`config.mk`:
```
export PLATFORM = sky130hd
export DESIGN_NAME = mc_control_fsm
export DESIGN_NICKNAME = d
export VERILOG_FILES = /design/src/rtl/mc_ctrl_pkg.sv /design/src/rtl/mc_alu_ctl.sv /design/src/rtl/mc_control_fsm.sv
export SDC_FILE = /design/constraint.sdc
export NUM_CORES = 1
export LEC_CHECK = 0
export BUFFER_PORTS_ARGS = -buffer_cell sky130_fd_sc_hd__clkbuf_2
export CAP_MARGIN = 5
export CORE_MARGIN = 5
export CORE_UTILIZATION = 45
export DETAILED_ROUTE_END_ITERATION = 6
export PLACE_DENSITY = 0.92
export SLEW_MARGIN = 10
export SYNTH_ARGS = -nofsm -noshare
export SYNTH_HDL_FRONTEND = slang
export SYNTH_SLANG_ARGS = --single-unit
export TNS_END_PERCENT = 30
```
`constraint.sdc`:
```
create_clock -name clk -period 3.5 [get_ports clk]
set_input_delay 0.525 -clock clk [delete_from_list [all_inputs] [get_ports clk]]
set_output_delay 0.525 -clock clk [all_outputs]
set_load 0.005 [all_outputs]
```
`src/rtl/mc_ctrl_pkg.sv`:
```
// Shared definitions for the multicycle MIPS control unit: state encodings,
// opcode/funct constants, ALU operation codes and datapath select values.
package mc_ctrl_pkg;

  typedef enum logic [3:0] {
    S_IDLE     = 4'd0,
    S_FETCH    = 4'd1,
    S_DECODE   = 4'd2,
    S_MEM_ADDR = 4'd3,
    S_MEM_RD   = 4'd4,
    S_MEM_WB   = 4'd5,
    S_MEM_WR   = 4'd6,
    S_EXEC     = 4'd7,
    S_R_WB     = 4'd8,
    S_BRANCH   = 4'd9,
    S_JUMP     = 4'd10,
    S_ADDI_EX  = 4'd11,
    S_ADDI_WB  = 4'd12,
    S_TRAP     = 4'd13
  } state_t;

  // Opcodes
  localparam logic [5:0] OP_RTYPE = 6'b000000;
  localparam logic [5:0] OP_LW    = 6'b100011;
  localparam logic [5:0] OP_SW    = 6'b101011;
  localparam logic [5:0] OP_BEQ   = 6'b000100;
  localparam logic [5:0] OP_J     = 6'b000010;
  localparam logic [5:0] OP_ADDI  = 6'b001000;

  // R-type funct codes
  localparam logic [5:0] FN_ADD = 6'b100000;
  localparam logic [5:0] FN_SUB = 6'b100010;
  localparam logic [5:0] FN_AND = 6'b100100;
  localparam logic [5:0] FN_OR  = 6'b100101;
  localparam logic [5:0] FN_SLT = 6'b101010;

  // Internal ALU operation class handed to the ALU decoder
  localparam logic [1:0] ALUOP_ADD   = 2'b00;
  localparam logic [1:0] ALUOP_SUB   = 2'b01;
  localparam logic [1:0] ALUOP_FUNCT = 2'b10;

  // ALU operation codes
  localparam logic [2:0] ALU_AND = 3'b000;
  localparam logic [2:0] ALU_OR  = 3'b001;
  localparam logic [2:0] ALU_ADD = 3'b010;
  localparam logic [2:0] ALU_SUB = 3'b110;
  localparam logic [2:0] ALU_SLT = 3'b111;

  // ALU B-operand selects
  localparam logic [1:0] SRC_B_REG    = 2'b00;
  localparam logic [1:0] SRC_B_FOUR   = 2'b01;
  localparam logic [1:0] SRC_B_IMM    = 2'b10;
  localparam logic [1:0] SRC_B_IMM_SH = 2'b11;

  // PC source selects
  localparam logic [1:0] PC_SRC_ALU    = 2'b00;
  localparam logic [1:0] PC_SRC_ALUOUT = 2'b01;
  localparam logic [1:0] PC_SRC_JUMP   = 2'b10;

  // True for the load/store opcodes that share the address-calculation state
  function automatic logic is_mem_op(input logic [5:0] op_v);
    return (op_v == OP_LW) || (op_v == OP_SW);
  endfunction

endpackage

```
`src/rtl/mc_alu_ctl.sv`:
```
// ALU decoder: maps the FSM's ALU operation class plus the funct field to
// the 3-bit ALU operation, and flags funct codes that are not decodable.
module mc_alu_ctl
  import mc_ctrl_pkg::*;
#(
  parameter int FUNCT_W  = 6,
  parameter int ALUCTL_W = 3
) (
  input  logic [1:0]          alu_op,
  input  logic [FUNCT_W-1:0]  funct,
  output logic [ALUCTL_W-1:0] alu_ctl,
  output logic                funct_illegal
);

  // Decode ALU operation; unknown funct falls back to add and is flagged
  always_comb begin
    alu_ctl       = ALU_ADD;
    funct_illegal = 1'b0;
    case (alu_op)
      ALUOP_ADD: alu_ctl = ALU_ADD;
      ALUOP_SUB: alu_ctl = ALU_SUB;
      ALUOP_FUNCT: begin
        case (funct)
          FN_ADD:  alu_ctl = ALU_ADD;
          FN_SUB:  alu_ctl = ALU_SUB;
          FN_AND:  alu_ctl = ALU_AND;
          FN_OR:   alu_ctl = ALU_OR;
          FN_SLT:  alu_ctl = ALU_SLT;
          default: begin
            alu_ctl       = ALU_ADD;
            funct_illegal = 1'b1;
          end
        endcase
      end
      default: alu_ctl = ALU_ADD;
    endcase
  end

endmodule

```
`src/rtl/mc_control_fsm.sv`:
```
// Multicycle MIPS control unit: sequences each instruction through
// fetch/decode/execute/memory/writeback and drives the datapath strobes.
module mc_control_fsm
  import mc_ctrl_pkg::*;
#(
  parameter int OP_W     = 6,
  parameter int FUNCT_W  = 6,
  parameter int ALUCTL_W = 3,
  parameter bit EN_ADDI  = 1'b1,
  parameter bit EN_JUMP  = 1'b1
) (
  input  logic                clk,
  input  logic                rst_n,
  input  logic [OP_W-1:0]     op,
  input  logic [FUNCT_W-1:0]  funct,
  input  logic                mem_ready,
  output logic                pc_write,
  output logic                pc_write_cond,
  output logic                i_or_d,
  output logic                mem_read,
  output logic                mem_write,
  output logic                ir_write,
  output logic                mem_to_reg,
  output logic                reg_dst,
  output logic                reg_write,
  output logic                alu_src_a,
  output logic [1:0]          alu_src_b,
  output logic [1:0]          pc_source,
  output logic [ALUCTL_W-1:0] alu_ctl,
  output logic                illegal_op,
  output logic [3:0]          state_o
);

  state_t     state_r;
  state_t     next_state_s;
  logic [1:0] alu_op_s;
  logic       funct_illegal_s;

  mc_alu_ctl #(
    .FUNCT_W  (FUNCT_W),
    .ALUCTL_W (ALUCTL_W)
  ) u_alu_ctl (
    .alu_op        (alu_op_s),
    .funct         (funct),
    .alu_ctl       (alu_ctl),
    .funct_illegal (funct_illegal_s)
  );

  assign state_o = state_r;

  // State register with asynchronous return to IDLE
  always_ff @(posedge clk or negedge rst_n) begin
    if (!rst_n) begin
      state_r <= S_IDLE;
    end else begin
      state_r <= next_state_s;
    end
  end

  // Next-state logic; memory states hold until the access completes
  always_comb begin
    next_state_s = S_IDLE;
    case (state_r)
      S_IDLE:  next_state_s = S_FETCH;
      S_FETCH: begin
        if (mem_ready) next_state_s = S_DECODE;
        else           next_state_s = S_FETCH;
      end
      S_DECODE: begin
        if (op == OP_RTYPE)                 next_state_s = S_EXEC;
        else if (is_mem_op(op))             next_state_s = S_MEM_ADDR;
        else if (op == OP_BEQ)              next_state_s = S_BRANCH;
        else if (EN_JUMP && (op == OP_J))   next_state_s = S_JUMP;
        else if (EN_ADDI && (op == OP_ADDI)) next_state_s = S_ADDI_EX;
        else                                next_state_s = S_TRAP;
      end
      S_MEM_ADDR: begin
        if (op == OP_LW) next_state_s = S_MEM_RD;
        else             next_state_s = S_MEM_WR;
      end
      S_MEM_RD: begin
        if (mem_ready) next_state_s = S_MEM_WB;
        else           next_state_s = S_MEM_RD;
      end
      S_MEM_WB: next_state_s = S_FETCH;
      S_MEM_WR: begin
        if (mem_ready) next_state_s = S_FETCH;
        else           next_state_s = S_MEM_WR;
      end
      S_EXEC: begin
        if (funct_illegal_s) next_state_s = S_TRAP;
        else                 next_state_s = S_R_WB;
      end
      S_R_WB:    next_state_s = S_FETCH;
      S_BRANCH:  next_state_s = S_FETCH;
      S_JUMP:    next_state_s = S_FETCH;
      S_ADDI_EX: next_state_s = S_ADDI_WB;
      S_ADDI_WB: next_state_s = S_FETCH;
      S_TRAP:    next_state_s = S_FETCH;
      default:   next_state_s = S_IDLE;
    endcase
  end

  // Moore output decode; FETCH gates its PC/IR writes with mem_ready
  always_comb begin
    pc_write      = 1'b0;
    pc_write_cond = 1'b0;
    i_or_d        = 1'b0;
    mem_read      = 1'b0;
    mem_write     = 1'b0;
    ir_write      = 1'b0;
    mem_to_reg    = 1'b0;
    reg_dst       = 1'b0;
    reg_write     = 1'b0;
    alu_src_a     = 1'b0;
    alu_src_b     = SRC_B_REG;
    pc_source     = PC_SRC_ALU;
    alu_op_s      = ALUOP_ADD;
    illegal_op    = 1'b0;
    case (state_r)
      S_FETCH: begin
        mem_read  = 1'b1;
        alu_src_b = SRC_B_FOUR;
        if (mem_ready) begin
          ir_write = 1'b1;
          pc_write = 1'b1;
        end else begin
          ir_write = 1'b0;
          pc_write = 1'b0;
        end
      end
      S_DECODE: alu_src_b = SRC_B_IMM_SH;
      S_MEM_ADDR, S_ADDI_EX: begin
        alu_src_a = 1'b1;
        alu_src_b = SRC_B_IMM;
      end
      S_MEM_RD: begin
        mem_read = 1'b1;
        i_or_d   = 1'b1;
      end
      S_MEM_WB: begin
        reg_write  = 1'b1;
        mem_to_reg = 1'b1;
      end
      S_MEM_WR: begin
        mem_write = 1'b1;
        i_or_d    = 1'b1;
      end
      S_EXEC: begin
        alu_src_a = 1'b1;
        alu_op_s  = ALUOP_FUNCT;
      end
      S_R_WB: begin
        reg_write = 1'b1;
        reg_dst   = 1'b1;
      end
      S_ADDI_WB: reg_write = 1'b1;
      S_BRANCH: begin
        alu_src_a     = 1'b1;
        alu_op_s      = ALUOP_SUB;
        pc_write_cond = 1'b1;
        pc_source     = PC_SRC_ALUOUT;
      end
      S_JUMP: begin
        pc_write  = 1'b1;
        pc_source = PC_SRC_JUMP;
      end
      S_TRAP:  illegal_op = 1'b1;
      default: illegal_op = 1'b0;
    endcase
  end

endmodule
```
==> impl_metrics.tcl <==
set metrics [dict create \
    outcome "finished clean" \
    synthXorXnorAreaFrac 0.0285 \
    syn_inst 87 \
    crit_top_cell "nand3_1" \
    grt_pass1_vias 641 \
    synth_area_um2 616 \
    path_cells "nor2b_1 > nand3_1 > ha_1 > nand3_1 > a21oi_1 > clkbuf_2" \
    yosys-mux-area-fraction 0 \
    antenna_found_initial 0 \
    nets 141 \
    reg2reg_depth 8 \
    clock_skew_ns 0.00433 \
    vdd_ir_drop_max_v 0.000512 \
    initial_core_util 0.473 \
    grt_max_degree 17 \
    synth_commonest_cells "10 x nor2_1, 7 x nand3_1, 5 x nand2_1, 5 x nand2b_1, 5 x nor2b_1" \
    worst_ep_required_time_ns 2.97 \
    cpPeakStageDelay_ns 0.62 \
    ys_types 37 \
    fp-row-count 13 \
    period_needed_ns 2.54 \
    p_per_area_nw_per_um2 637 \
    antenna_cells 0 \
    fmax_mhz 393 \
    cts_buffers 3 \
    rsz0062_at_grt "no" \
    crit_path_end_kind "primary output" \
    wl_mm 1.72 \
    syn_nets 105 \
    fp.dieW_um 47.0 \
    yosys.area_share.simple 0.427 \
    cts.repair.resized 0 \
    post_cts_buffers 0 \
    synth_edf_count 0 \
    final_cell_area_um2 810 \
    cts_tree "done" \
    max_slew.worst_pin.slew_ns 0.466 \
    relSlewSlack 0.689 \
    rrSetupSlack_ns 1.47 \
    avgSynthCellArea_um2 7.08 \
    post_dp_cell_area_um2 787 \
    firstDrtPassIters 5 \
    synth_top_family_by_area "simple AND/OR/NAND/NOR gates" \
    die_h_um 47.0 \
    crit_arrival_ns 2.02 \
    setup_viol 0 \
    start_kind "flip-flop" \
    synth_top_area_cell "dfrtp_1" \
    vias 762 \
    p_leak_uw 0.000392 \
    hold_violations 0 \
    path_buf_inv 1 \
    fin_ws_ns 0.956 \
    cts.sinks 4 \
    grt-ovfl-total 0 \
    yosysWarnings 0 \
    avgRoutedWirePerCell_um 12.7 \
    ys.flop_type "dfrtp_1" \
    ctsHoldBuffers 0 \
    drive_gt1_frac 0.364 \
    dieArea_um2 2210 \
    core_area_um2 1300 \
    area_growth_syn_to_layout_pct 31.5 \
    gp_congestion 0.867 \
    ys_ff_latch 4 \
    cp_max_fo 16 \
    dp_hpwl_mm 1.46 \
    num_io_pins 37 \
    hold_path_class "in2async" \
    cpLargestDelayFamily "flip-flops" \
    synth_area_leaders "dfrtp_1 16%, ha_1 6.1%, nor2_1 6.1%, nand3_1 5.7%, nand2b_1 5.1%" \
    total_power_uw 515 \
    grt_usage 0.165 \
    root_buffer "clkbuf_4" \
    synth-compound-area-share 0.252 \
    htree_num_levels 1 \
    clk_latency_ns 0.23 \
    ys_seq_area_frac 0.163 \
    setup_tns_ns 0 \
    rr_endpoint "state_o[0]" \
    viasPerCell 5.60 \
    synth_adder_area_share 0.0610 \
    final-max-slew-violation-count 0 \
    grt_pass1_wl_mm 2.61 \
    async_reset_ff_frac 1.00 \
    period_share 0.727 \
    cap_violations 0 \
    largest_reg_flops 4 \
    place_ws_ns 1.20 \
    crit_type "reg2out" \
    yosysTopAreaCellShare 0.163 \
    ant_nets 0 \
    clock_path_buffers 2 \
    slowest_stage "dfrtp_1" \
    route.detailed.drc 0 \
    drtIter0Drc 16 \
    clk_pin_slew_worst_paths_ns 0.04 \
    port_buffers 36 \
    synth.most_common_cell "nor2_1" \
    r2r_start "state_o[2]" \
]
[layer usage]
metal  wire length [um]  track usage  share of wire  vias up
li1                   -            -              -      385
met1                637        0.181           0.37      344
met2                937        0.304           0.54       33
met3                148       0.0345          0.086        0
met4                  0       0.0663              0        0
met5                  0            0              0        -
[cell families (layout without fill, tap and decap cells)]
| logic type | count (synthesis) | count (layout) |
|---|---|---|
| xor+xnor | 2 | 2 |
| buf+inv | 9 | 43 |
| fa+ha+maj | 3 | 3 |
| flops | 4 | 4 |
| compound gates | 21 | 21 |
| simple gates | 48 | 48 |
[cells in the final DEF (no fill, tap or decap), types with 2 or more instances in the layout]
cell / netlist / final
clkbuf_2: 1 / 36
nor3b_1: 2 / 2
nor3_1: 4 / 4
clkbuf_4: 0 / 3
xnor2_1: 2 / 2
nor2b_1: 5 / 5
ha_1: 3 / 3
nor2_1: 10 / 10
and2_1: 2 / 2
o21ai_1: 2 / 2
dfrtp_1: 4 / 4
o21ai_0: 4 / 4
a21oi_1: 3 / 3
a311o_1: 2 / 2
nand2b_1: 5 / 5
inv_1: 3 / 3
a21boi_0: 2 / 2
nand2_1: 5 / 5
nand3_1: 7 / 7
[cell type report]
cell class	count	area [um^2]
Fill cell	130	492
Multi-Input combinational cell	74	473
Tap cell	15	18.8
Sequential cell	4	100
Timing Repair Buffer	36	180
Inverter	4	15.0
Clock buffer	3	22.5
[where the power goes]
| part | switching (uW) | total [uW] | internal, uW |
|---|---|---|---|
| registers | 75.8 | 142 | 65.8 |
| logic | 159 | 318 | 159 |
| clock network | 17.6 | 55.8 | 38.3 |
[worst max-delay path by stage]
stage                    start          to  slack, ns  cells after the start
floorplan           state_o[2]  alu_ctl[0]       1.69                      6
global placement    state_o[0]  alu_ctl[0]       1.30                      6
detailed placement  state_o[0]  alu_ctl[0]       1.20                      6
CTS                 state_o[0]  alu_ctl[0]       0.95                      6
global route        state_o[0]  alu_ctl[0]       0.80                      6
finish              state_o[0]  alu_ctl[0]       0.96                      6
[metrics by stage]
step	util	hold WS (ns)	cells
2_1_floorplan	-	0.229	87
3_3_place_gp	0.605	0.330	133
3_5_place_dp	0.605	0.333	133
4_1_cts	0.622	0.0855	136
5_1_grt	0.622	0.0844	136
6_report	0.622	0.0872	136
Note: power is estimated with default switching activity, not from simulation.
